--- config.mk ---
export PLATFORM = sky130hd
export DESIGN_NAME = dmem_access_ctrl
export DESIGN_NICKNAME = d
export VERILOG_FILES = /design/src/rtl/dmem_access_ctrl.sv
export SDC_FILE = /design/constraint.sdc
export NUM_CORES = 1
export LEC_CHECK = 0
export BUFFER_PORTS_ARGS = -buffer_cell sky130_fd_sc_hd__buf_4
export CORE_AREA = 2 2 153 155
export DETAILED_ROUTE_END_ITERATION = 16
export DIE_AREA = 0 0 155 157
export GPL_TIMING_DRIVEN = 1
export PLACE_DENSITY = 0.53
export SYNTH_ARGS = -nofsm -noshare
export SYNTH_HDL_FRONTEND = slang
export SYNTH_SLANG_ARGS = --single-unit
--- constraint.sdc ---
create_clock -name clk -period 3.7 [get_ports clk]
set_input_delay 0.555 -clock clk [delete_from_list [all_inputs] [get_ports clk]]
set_output_delay 0.555 -clock clk [all_outputs]
set_load 0.01 [all_outputs]
--- src/rtl/dmem_access_ctrl.sv ---
// Memory-stage data memory access controller: one load/store in flight, single-cycle response.
// Optional alignment fault on addr[2:0] != 0 when DMEM_ALIGN_CHECK_EN is defined.
module dmem_access_ctrl #(
  parameter int unsigned DEPTH = 32,
  parameter int unsigned IDX_W = 5
) (
  input  logic        clk,
  input  logic        reset,
  input  logic        req_valid,
  output logic        req_ready,
  input  logic        req_write,
  input  logic [63:0] req_addr,
  input  logic [63:0] req_wdata,
  output logic        rsp_valid,
  output logic        rsp_fault,
  output logic [63:0] rsp_rdata,
  output logic        stall,
  output logic        mem_read,
  output logic        mem_write,
  output logic [63:0] mem_address,
  output logic [63:0] mem_write_data,
  input  logic [63:0] mem_read_data
);

  typedef enum logic [2:0] {
    S_IDLE,
    S_RD,
    S_CAP,
    S_WR,
    S_RSP
  } state_e;

  state_e           state_q;
  logic [IDX_W-1:0] idx_q;
  logic [63:0]      wdata_q;
  logic             rsp_valid_q;
  logic             rsp_fault_q;
  logic [63:0]      rsp_rdata_q;

  logic [IDX_W-1:0] req_idx;
  logic             range_fault;
  logic             align_fault;
  logic             req_fault;

  assign req_idx     = req_addr[IDX_W+2:3];
  assign range_fault = (req_addr >> 3) >= 64'(DEPTH);

`ifdef DMEM_ALIGN_CHECK_EN
  assign align_fault = |req_addr[2:0];
`else
  // Byte offset is truncated in this build.
  logic addr_lsb_unused;
  assign addr_lsb_unused = ^req_addr[2:0];
  assign align_fault     = 1'b0;
`endif

  assign req_fault = range_fault | align_fault;

  always_ff @(posedge clk) begin
    if (reset) begin
      state_q     <= S_IDLE;
      idx_q       <= '0;
      wdata_q     <= '0;
      rsp_valid_q <= 1'b0;
      rsp_fault_q <= 1'b0;
      rsp_rdata_q <= '0;
    end else begin
      case (state_q)
        S_IDLE: begin
          if (req_valid) begin
            idx_q   <= req_idx;
            wdata_q <= req_wdata;
            if (req_fault) begin
              state_q     <= S_RSP;
              rsp_valid_q <= 1'b1;
              rsp_fault_q <= 1'b1;
              if (!req_write) rsp_rdata_q <= '0;
            end else begin
              state_q <= req_write ? S_WR : S_RD;
            end
          end
        end
        S_RD: state_q <= S_CAP;
        S_CAP: begin
          // Memory output is registered, so valid data is only present here.
          state_q     <= S_RSP;
          rsp_rdata_q <= mem_read_data;
          rsp_valid_q <= 1'b1;
          rsp_fault_q <= 1'b0;
        end
        S_WR: begin
          state_q     <= S_RSP;
          rsp_valid_q <= 1'b1;
          rsp_fault_q <= 1'b0;
        end
        S_RSP: begin
          state_q     <= S_IDLE;
          rsp_valid_q <= 1'b0;
          rsp_fault_q <= 1'b0;
        end
        default: state_q <= S_IDLE;
      endcase
    end
  end

  assign req_ready      = (state_q == S_IDLE);
  assign stall          = (state_q != S_IDLE) | (req_valid & ~req_ready);
  assign rsp_valid      = rsp_valid_q;
  assign rsp_fault      = rsp_fault_q;
  assign rsp_rdata      = rsp_rdata_q;
  assign mem_read       = (state_q == S_RD) & ~reset;
  assign mem_write      = (state_q == S_WR) & ~reset;
  assign mem_address    = {{(64-IDX_W){1'b0}}, idx_q};
  assign mem_write_data = wdata_q;

endmodule
==> impl_metrics.py, run 1 <==
metrics = {
    "power": {
        "vdd_drop_max_mv": 0.216,
        "p_switching_w": 0.000957,
        "swShare_pct": 25.6,
        "p_clk_share_pct": 46.6,
        "pwr-share-seq_pct": 41.6,
        "power.leakage_nw": 4.55,
        "power.density_mw_per_mm2": 416,
        "comb_power_share_pct": 11.8,
        "p_int_w": 0.00279,
    },
    "final_layout": {
        "nets": 1136,
        "drive_above_1_share_pct": 40.1,
        "syn2layout_area_growth_pct": 52.0,
        "diodes": 0,
        "seq_area_mm2": 0.00276,
        "nFillCells": 2343,
        "multiInputGateArea_mm2": 0.00267,
    },
    "synthesis": {
        "yosysMostFrequentCell": "nand2_1",
        "synth_top_area_share_pct": 46.7,
        "ys_top_cells_by_count": "140 x nand2_1, 138 x dfxtp_1, 71 x a21oi_1",
        "synth_warnings": 0,
        "ys_top_cells_by_area": "dfxtp_1 47%, a32o_1 11%, a41o_1 11%",
        "yosys.area.top_type": "dfxtp_1",
        "synth-seq-cells": 138,
        "async_flop_share_pct": 0,
        "syn_area_mm2": 0.00592,
        "yosysUniqueCellTypes": 28,
        "syn_avg_cell_area_um2": 9.16,
        "synth_flop_cell": "dfxtp_1",
        "synth_cells": 646,
        "synth_edf_count": 0,
        "yosysSeqAreaShare_pct": 46.7,
    },
    "timing": {
        "fin_skew_ns": 0.00921,
        "rsz0062_at_grt": "false",
        "hold_viol": 0,
        "worst_slew_pin_slew_ns": 1.06,
        "final-setup-viol-count": 0,
        "fmax_ghz": 0.421,
        "period_needed_ns": 2.37,
        "fin_crit_sh_pct": 64.2,
        "setup_tns_ns": 0,
        "finalMaxSlewViolations": 0,
        "worst_slack_ns": 1.33,
        "relSlewSlack_pct": 29.4,
    },
    "critical_path": {
        "r2r_start": "state_q[2]$_SDFFE_PP0P_",
        "crit_path_start_kind": "input port",
        "critPathMaxFanout": 74,
        "r2r_slack_ns": 1.55,
        "cp-end-kind": "primary output",
        "arrival_ns": 1.82,
        "crit_type": "input port to primary output",
        "rr_endpoint": "mem_write_data[16]$_SDFFE_PP0P_",
        "crit_required_ns": 3.14,
        "r2r_cells": 5,
    },
    "place": {
        "place_ws_ns": 1.29,
        "dp_hpwl_um": 14300,
        "io_buffers": 331,
        "place.gp.congestion": 0.798,
    },
    "detailed_routing": {
        "first_iter_violations": 362,
        "remaining_drc_errors": 0,
        "wl_um": 20700,
        "final_antenna_net_count": 0,
        "first_pass_iters": 4,
        "wire_per_inst_um": 16.7,
        "vias": 5925,
        "viasPerCell": 4.79,
    },
    "floorplanning": {
        "dieArea_mm2": 0.0243,
        "num_rows": 55,
        "initial_core_util_pct": 26.3,
        "die_h_um": 157,
        "coreArea_mm2": 0.0225,
        "die_w_um": 155,
        "io_pins": 394,
    },
    "clocking": {
        "hold_buffers": 0,
        "cts_resized": 0,
        "cts_root_buf": "clkbuf_16",
        "htree_levels": 4,
        "cts_buffers": 17,
        "cts_buffer_depth": 2,
        "clkSinkCount": 138,
        "clkTransAtPathRegs_ns": 0.07,
        "cts_tree": "yes",
        "post_cts_buffers": 0,
        "clkLatencyLatePin_ns": 0.42,
    },
    "global_route": {
        "grt_max_degree": 75,
        "grt_pass1_wl_um": 30300,
        "first_global_vias": 5435,
        "antenna_found_initial": 0,
        "grt.total_usage_pct": 16.1,
        "grt.overflow.total": 0,
    },
    "flow_run": {
        "maxCapViolations": 0,
    },
    "hold_path": {
        "hold_depth": 3,
        "hold_path_class": "input port to register",
        "worstHoldEndpoint": "mem_write_data[34]$_SDFFE_PP0P_",
        "min_from": "req_wdata[34]",
    },
    "status": {
        "status": "complete, no violations",
    },
}
==> power groups by stage <==
stage | clock network (W) | logic [W] | registers (W)
2_1_floorplan | 0 | 0.000197 | 0.00161
4_1_cts | 0.00180 | 0.000446 | 0.00156
5_1_grt | 0.00187 | 0.000484 | 0.00156
6_report | 0.00175 | 0.000441 | 0.00156
3_5_place_dp | 0 | 0.000445 | 0.00159
3_3_place_gp | 0 | 0.000445 | 0.00159
==> area by class of cell <==
class | instances | area share (%)
clock inverters | 13 | 1.75
inverters | 3 | 0.139
well taps | 285 | 3.96
flip-flops and latches | 138 | 30.7
repair buffers | 342 | 28.8
multi-input cells | 438 | 29.7
clock buffers | 19 | 4.92
==> how the worst max path moves through the flow <==
| stage | start | end |
|---|---|---|
| 2_1_floorplan | req_addr[61] | rsp_rdata[15]$_SDFFE_PP0P_ |
| 3_3_place_gp | reset | mem_read |
| 3_5_place_dp | reset | mem_read |
| 4_1_cts | reset | mem_read |
| 5_1_grt | reset | mem_read |
| 6_report | reset | mem_read |
==> sequential cells by signal, indices dropped and copies added (netlist names) <==
register / count
state_q: 3
idx_q: 5
rsp_rdata: 64
rsp_valid: 1
rsp_fault: 1
mem_write_data: 64
==> layout by cell type (no fill, tap or decap) <==
| cell | synthesis | layout |
|---|---|---|
| buf_4 | 64 | 340 |
| nand2_1 | 140 | 139 |
| dfxtp_1 | 138 | 138 |
| a21oi_1 | 71 | 71 |
| a32o_1 | 65 | 65 |
| a41o_1 | 64 | 64 |
| conb_1 | 1 | 59 |
| clkbuf_16 | 0 | 17 |
| nor4_1 | 14 | 14 |
| inv_6 | 0 | 6 |
| nor2_1 | 5 | 5 |
| nand4_1 | 3 | 3 |
| clkinv_4 | 0 | 3 |
| and3_1 | 3 | 2 |
| bufinv_16 | 0 | 2 |
| buf_12 | 0 | 2 |
| nor3_2 | 1 | 1 |
| inv_1 | 3 | 1 |
| inv_2 | 0 | 1 |
| clkinv_2 | 0 | 1 |
| nor4_4 | 0 | 1 |
| nor2b_1 | 1 | 1 |
| o21ai_4 | 0 | 1 |
| and3_2 | 0 | 1 |
| and2_2 | 0 | 1 |
| nand2_2 | 0 | 1 |
| a31o_2 | 1 | 1 |
| or4_1 | 1 | 1 |
| nor3_1 | 1 | 1 |
| nor4b_1 | 1 | 1 |
| a22o_1 | 1 | 1 |
| o21ai_0 | 1 | 1 |
| o211ai_1 | 1 | 1 |
| o22ai_1 | 1 | 1 |
| mux2i_1 | 1 | 1 |
| clkinvlp_4 | 0 | 1 |
| inv_8 | 0 | 1 |
| clkbuf_8 | 0 | 1 |
| clkbuf_1 | 55 | 1 |
==> worst max-delay path, cell delays in order <==
cell and delay, ns:
buf_4 0.09, buf_4 0.62, nor2_1 0.14, and3_1 0.24, buf_4 0.15
==> metal layers <==
layer,vias up,track usage [%],routed length [um]
li1,2881,-,-
met1,2783,19.0,8180
met2,229,27.5,10600
met3,32,3.80,1190
met4,0,7.72,656
met5,-,0,0
==> kinds of logic (layout without fill, tap and decap cells) <==
family,Yosys count,count (layout),share of synthesized area [%]
AO/OA/AOI/OAI,206,206,28.5
AND/OR/NAND/NOR,172,172,12.3
flip-flops,138,138,46.7
buffers and inverters,128,377,12.3
other,1,59,0.0634
multiplexers,1,1,0.169
==> through the flow <==
step           hold WS (ns)  util [%]  total power [W]  cells  instance area, um^2
6_report              0.378      40.0          0.00374   1238                 8990
5_1_grt               0.361      40.0          0.00391   1238                 8990
4_1_cts               0.353      40.0          0.00381   1238                 8990
3_5_place_dp          0.447      37.3          0.00204   1206                 8390
3_3_place_gp          0.444      37.3          0.00203   1206                 8390
2_1_floorplan         0.481         -          0.00181    704                 6140
(Power assumes the default switching activity.)
==> inputs of run 2 (changes only) <==
- PLACE_DENSITY: 0.53 -> 0.55
- clock period: 3.7 -> 2.1 ns (I/O delays scaled with it)
==> run 2 against run 1 <==
Compared with the run above:
- combinational power is 78% higher
- sequential share of layout area down 0.16 points
- global-route usage is 0.12 points lower
- critical path type is now register to register
==> impl_metrics.py, run 2 (synthesis results as in run 1) <==
metrics = {
    "status": {
        "status": "complete, no violations",
    },
    "timing": {
        "final-setup-viol-count": 0,
        "rsz0062_at_grt": "false",
        "worst_slew_pin_slew_ns": 0.808,
        "setup_tns_ns": 0,
        "relSlewSlack_pct": 46.1,
        "fmax_ghz": 0.582,
        "fin_crit_sh_pct": 81.8,
        "hold_viol": 0,
        "fin_skew_ns": 0.0158,
        "finalMaxSlewViolations": 0,
        "period_needed_ns": 1.72,
        "hold_ws_ns": 0.130,
    },
    "clocking": {
        "cts_tree": "yes",
        "cts_buffers": 17,
        "cts_buffer_depth": 2,
        "clkSinkCount": 138,
        "post_cts_buffers": 0,
        "hold_buffers": 0,
        "htree_levels": 4,
        "clkTransAtPathRegs_ns": 0.07,
        "cts_resized": 0,
        "clkLatencyLatePin_ns": 0.42,
        "cts_root_buf": "clkbuf_16",
    },
    "final_layout": {
        "drive_above_1_share_pct": 40.1,
        "nets": 1135,
        "syn2layout_area_growth_pct": 52.8,
        "finalNonFillerCells": 1237,
        "final_cell_mix": "334 x buf_4, 139 x nand2_1, 138 x dfxtp_1, 71 x a21oi_1, 65 x a32o_1",
        "diodes": 0,
        "final_common_cell": "buf_4",
        "nFillCells": 2326,
        "stdcell_area_mm2": 0.00904,
    },
    "power": {
        "vdd_drop_max_mv": 0.392,
        "comb_power_share_pct": 11.9,
        "p_clk_share_pct": 46.5,
        "pwr-share-seq_pct": 41.6,
        "fin_total_pwr_w": 0.00660,
        "p_switching_w": 0.00179,
        "power.density_mw_per_mm2": 730,
        "p_int_w": 0.00481,
        "swShare_pct": 27.2,
        "power.leakage_nw": 4.57,
    },
    "global_route": {
        "grt.total_usage_pct": 15.9,
        "grt_pass1_wl_um": 30300,
        "grt_max_degree": 87,
        "antenna_found_initial": 0,
        "grt.overflow.total": 0,
        "first_global_vias": 5500,
    },
    "critical_path": {
        "arrival_ns": 2.03,
        "slowest_stage": "dfxtp_1",
        "critPathMaxFanout": 33,
        "crit_path_start_kind": "register",
        "critPathLaunch": "state_q[2]$_SDFFE_PP0P_",
        "cp-end-kind": "register",
        "crit_type": "register to register",
        "r2r_cells": 5,
        "cp_cell_sequence": "nor2_1 -> o21ai_4 -> buf_12 -> a32o_1 -> a41o_1",
        "crit_required_ns": 2.41,
        "slowest_delay_ns": 0.38,
        "r2r_start": "state_q[2]$_SDFFE_PP0P_",
    },
    "floorplanning": {
        "io_pins": 394,
        "initial_core_util_pct": 26.3,
        "die_w_um": 155,
        "coreArea_mm2": 0.0225,
        "die_h_um": 157,
        "num_rows": 55,
        "dieArea_mm2": 0.0243,
    },
    "place": {
        "dp_hpwl_um": 14000,
        "dp.cells": 1205,
        "dpl-instance-area_mm2": 0.00845,
        "place.gp.congestion": 0.805,
        "io_buffers": 331,
    },
    "detailed_routing": {
        "remaining_drc_errors": 0,
        "first_pass_iters": 5,
        "vias": 5960,
        "wire_per_inst_um": 16.6,
        "final_antenna_net_count": 0,
        "wl_um": 20500,
        "first_iter_violations": 367,
        "viasPerCell": 4.82,
    },
    "hold_path": {
        "hold_depth": 3,
        "hold_path_class": "input port to register",
        "min_from": "req_wdata[58]",
    },
    "flow_run": {
        "maxCapViolations": 0,
    },
}
==> run 2: worst paths after layout <==
| path | slack, ns | endpoint |
|---|---|---|
| setup / recovery | 0.38 | rsp_rdata[15]$_SDFFE_PP0P_ |
| hold / removal | 0.13 | mem_write_data[58]$_SDFFE_PP0P_ |
| setup reg to reg | 0.38 | rsp_rdata[15]$_SDFFE_PP0P_ |
| hold reg to reg | 0.45 | idx_q[1]$_SDFFE_PP0P_ |
==> run 2: critical path, delay by kind of cell, from the launching register on <==
family	cells	cell delay (ns)
flip-flops	1	0.38
AO/OA/AOI/OAI	3	0.72
AND/OR/NAND/NOR	1	0.24
buffers and inverters	1	0.25
==> run 2: per-stage QoR <==
stage | utilization [%] | worst slack, ns
floorplan | - | 0.482
global placement | 37.5 | 0.0864
detailed placement | 37.5 | 0.0839
CTS | 40.2 | 0.338
global route | 40.2 | 0.244
finish | 40.2 | 0.382
==> run 2: power groups by stage <==
stage               Combinational [W]  Clock, W  Sequential [W]
finish                       0.000785   0.00307         0.00274
global route                 0.000858   0.00330         0.00275
CTS                          0.000796   0.00318         0.00274
detailed placement           0.000795         0         0.00280
global placement             0.000789         0         0.00280
floorplan                    0.000348         0         0.00284
==> run 2: routing by layer <==
layer | up-vias | routed length, um | global-route usage [%]
li1 | 2877 | - | -
met1 | 2809 | 8090 | 18.6
met2 | 248 | 10800 | 28.2
met3 | 26 | 1230 | 3.91
met4 | 0 | 475 | 6.22
met5 | - | 0 | 0
==> run 2: layout make-up <==
cell class	instances	area, um^2	share of cell area [%]
Sequential cell	138	2760	30.6
Clock buffer	17	425	4.70
Timing Repair Buffer	341	2650	29.3
Inverter	3	12.5	0.138
Tap cell	285	357	3.94
Clock inverter	15	168	1.85
Multi-Input combinational cell	438	2670	29.5
==> inputs of run 3 (changes only) <==
- ABC_AREA: unset -> 1
- CORE_AREA: 2 2 153 155 -> 2 2 154 156
- DIE_AREA: 0 0 155 157 -> 0 0 156 158
- PLACE_DENSITY: 0.55 -> 0.51
- clock period: 2.1 -> 1.8 ns (I/O delays scaled with it)
==> run 3 against run 2 <==
Compared with the run above:
- combinational power up 36%
- cell area down 3.9%
- routed wire length down 13%
- via count down 7.8%
- largest cell class unchanged
- worst hold slack worse by 0.068 ns
- cell count up 8.9%
- die area up 1.3%
- clock power up 21%
- area after synthesis down 7.7%
- sequential share of layout area up 1.3 points
- critical endpoint is now mem_read
- critical path depth up 1
- sequential power up 19%
==> impl_metrics.py, run 3 <==
metrics = {
    "floorplanning": {
        "io_pins": 394,
        "die_w_um": 156,
        "dieArea_mm2": 0.0246,
        "coreArea_mm2": 0.0231,
        "initial_core_util_pct": 23.7,
        "die_h_um": 158,
        "num_rows": 56,
    },
    "critical_path": {
        "r2r_cells": 7,
        "crit_required_ns": 1.53,
        "r2r_start": "state_q[2]$_SDFFE_PP0P_",
        "critPathLaunch": "state_q[0]$_SDFFE_PP0P_",
        "critPathMaxFanout": 4,
        "r2r_slack_ns": 0.20,
        "rr_endpoint": "rsp_rdata[34]$_SDFFE_PP0P_",
        "arrival_ns": 1.41,
        "cp-end-kind": "primary output",
        "crit_type": "register to primary output",
        "crit_path_start_kind": "register",
    },
    "power": {
        "power.leakage_nw": 4.03,
        "fin_total_pwr_w": 0.00804,
        "power.density_mw_per_mm2": 926,
        "vdd_drop_max_mv": 0.497,
    },
    "synthesis": {
        "async_flop_share_pct": 0,
        "muxShareOfSynthArea_pct": 0,
        "yosysMostFrequentCell": "nor2_1",
        "synth-seq-cells": 138,
        "synth_edf_count": 0,
        "synthXorXnorAreaFrac_pct": 0,
        "synth_flop_cell": "dfxtp_1",
        "synth_top_area_share_pct": 50.6,
        "synth_fa_ha_area_share_pct": 0,
        "synth_cells": 725,
        "yosysSeqAreaShare_pct": 50.6,
        "synth_top_family_by_area": "simple AND/OR/NAND/NOR gates",
        "yosys.area.top_type": "dfxtp_1",
        "synthSimpleGateAreaFrac_pct": 24.3,
        "synth_compound_area_share_pct": 12.6,
        "synth_warnings": 0,
        "ys_top_cells_by_count": "175 x nor2_1, 152 x nand2_1, 138 x dfxtp_1",
        "syn_area_mm2": 0.00546,
        "yosysUniqueCellTypes": 22,
        "ys_top_cells_by_area": "dfxtp_1 51%, nor2_1 12%, nand2_1 10%",
        "syn_avg_cell_area_um2": 7.54,
    },
    "final_layout": {
        "drive_above_1_share_pct": 36.1,
        "diodes": 0,
        "nets": 1240,
        "final_common_cell": "buf_4",
        "final_cell_mix": "334 x buf_4, 175 x nor2_1, 152 x nand2_1, 138 x dfxtp_1, 70 x o21ai_0",
        "syn2layout_area_growth_pct": 59.0,
        "post-route-util_pct": 37.7,
    },
    "place": {
        "place.gp.congestion": 0.746,
        "io_buffers": 331,
        "place_ws_ns": 0.0857,
        "dp_hpwl_um": 12700,
    },
    "global_route": {
        "grt_pass1_wl_um": 27100,
        "grt.total_usage_pct": 13.9,
        "grt.overflow.total": 0,
        "antenna_found_initial": 0,
        "grt_max_degree": 71,
        "first_global_vias": 5255,
    },
    "clocking": {
        "cts_resized": 0,
        "post_cts_buffers": 0,
        "clkSinkCount": 138,
        "hold_buffers": 0,
        "htree_levels": 4,
        "cts_buffers": 17,
        "cts_tree": "yes",
        "cts_root_buf": "clkbuf_16",
        "clkLatencyLatePin_ns": 0.42,
        "cts_buffer_depth": 2,
        "clkTransAtPathRegs_ns": 0.06,
    },
    "timing": {
        "finalMaxSlewViolations": 0,
        "final-setup-viol-count": 0,
        "worst_slack_ns": 0.121,
        "fmax_ghz": 0.596,
        "fin_skew_ns": 0.0130,
        "rsz0062_at_grt": "false",
        "period_needed_ns": 1.68,
        "hold_viol": 0,
        "setup_tns_ns": 0,
        "hold_ws_ns": 0.0624,
        "fin_crit_sh_pct": 93.3,
    },
    "hold_path": {
        "hold_depth": 3,
        "worstHoldEndpoint": "state_q[1]$_SDFFE_PP0P_",
        "min_from": "req_write",
        "hold_path_class": "input port to register",
    },
    "detailed_routing": {
        "wire_per_inst_um": 13.2,
        "vias": 5495,
        "first_pass_iters": 4,
        "final_antenna_net_count": 0,
        "remaining_drc_errors": 0,
        "viasPerCell": 4.08,
        "first_iter_violations": 227,
        "wl_um": 17800,
    },
    "flow_run": {
        "maxCapViolations": 0,
    },
    "status": {
        "status": "complete, no violations",
    },
}
## run 3: cell count changes after synthesis, moves of 5 or more
cell      previous run  this run
a21oi_1             71        66
clkbuf_1            55        27
a41o_1              64         0
buf_4               64        59
nor4_1              14         0
nor2_1               5       175
nand2_1            140       152
buf_6                0         6
o21ai_0              1        70
a32o_1              65         0
## run 3: cells by family (layout without fill, tap and decap cells)
| family | count (synthesis) | in the layout |
|---|---|---|
| AND/OR/NAND/NOR | 340 | 340 |
| flip-flops | 138 | 138 |
| AO/OA/AOI/OAI | 137 | 137 |
| buffers and inverters | 109 | 383 |
| other | 1 | 59 |
## run 3: metrics by stage
stage          cell area (um^2)  instances
3_3_place_gp               8070       1315
5_1_grt                    8690       1347
4_1_cts                    8690       1347
2_1_floorplan              5680        783
3_5_place_dp               8070       1315
6_report                   8690       1347
## run 3: metal layers
metal / track usage, % / wire length [um] / share of wire, %
met1: 16.0 / 7450 / 42
met2: 22.2 / 7980 / 45
met3: 6.38 / 2040 / 11
met4: 6.07 / 325 / 1.8
met5: 0 / 0 / 0
## run 3: critical path, cell delays in order (launching register included)
cell and delay [ns]:
dfxtp_1 0.33, buf_4 0.13, inv_1 0.06, nor3_1 0.15
nand2_1 0.12, inv_1 0.08, buf_4 0.13
## run 3: how the worst max path moves through the flow
| stage | endpoint | slack, ns | cells past startpoint |
|---|---|---|---|
| final | mem_read | 0.12 | 6 |
| after global routing | mem_read | 0.02 | 6 |
| after detailed placement | rsp_rdata[34]$_SDFFE_PP0P_ | 0.09 | 11 |
| after floorplan | rsp_rdata[28]$_SDFFE_PP0P_ | 0.44 | 7 |
| after global placement | rsp_rdata[19]$_SDFFE_PP0P_ | 0.09 | 11 |
| after CTS | mem_read | 0.08 | 6 |
## run 3: area by class of cell
type | count | area, um^2
fill | 2424 | 14400
sequential | 138 | 2760
timing repair buffer | 342 | 2670
multi-input combinational | 536 | 2240
clock buffer | 20 | 457
tap | 290 | 363
clock inverter | 12 | 164
inverter | 9 | 33.8
## run 3: where the power goes
group	switching (W)	internal, W	total [W]
combinational	0.000519	0.000551	0.00107
sequential	0.0000675	0.00319	0.00326
clock	0.00144	0.00227	0.00372
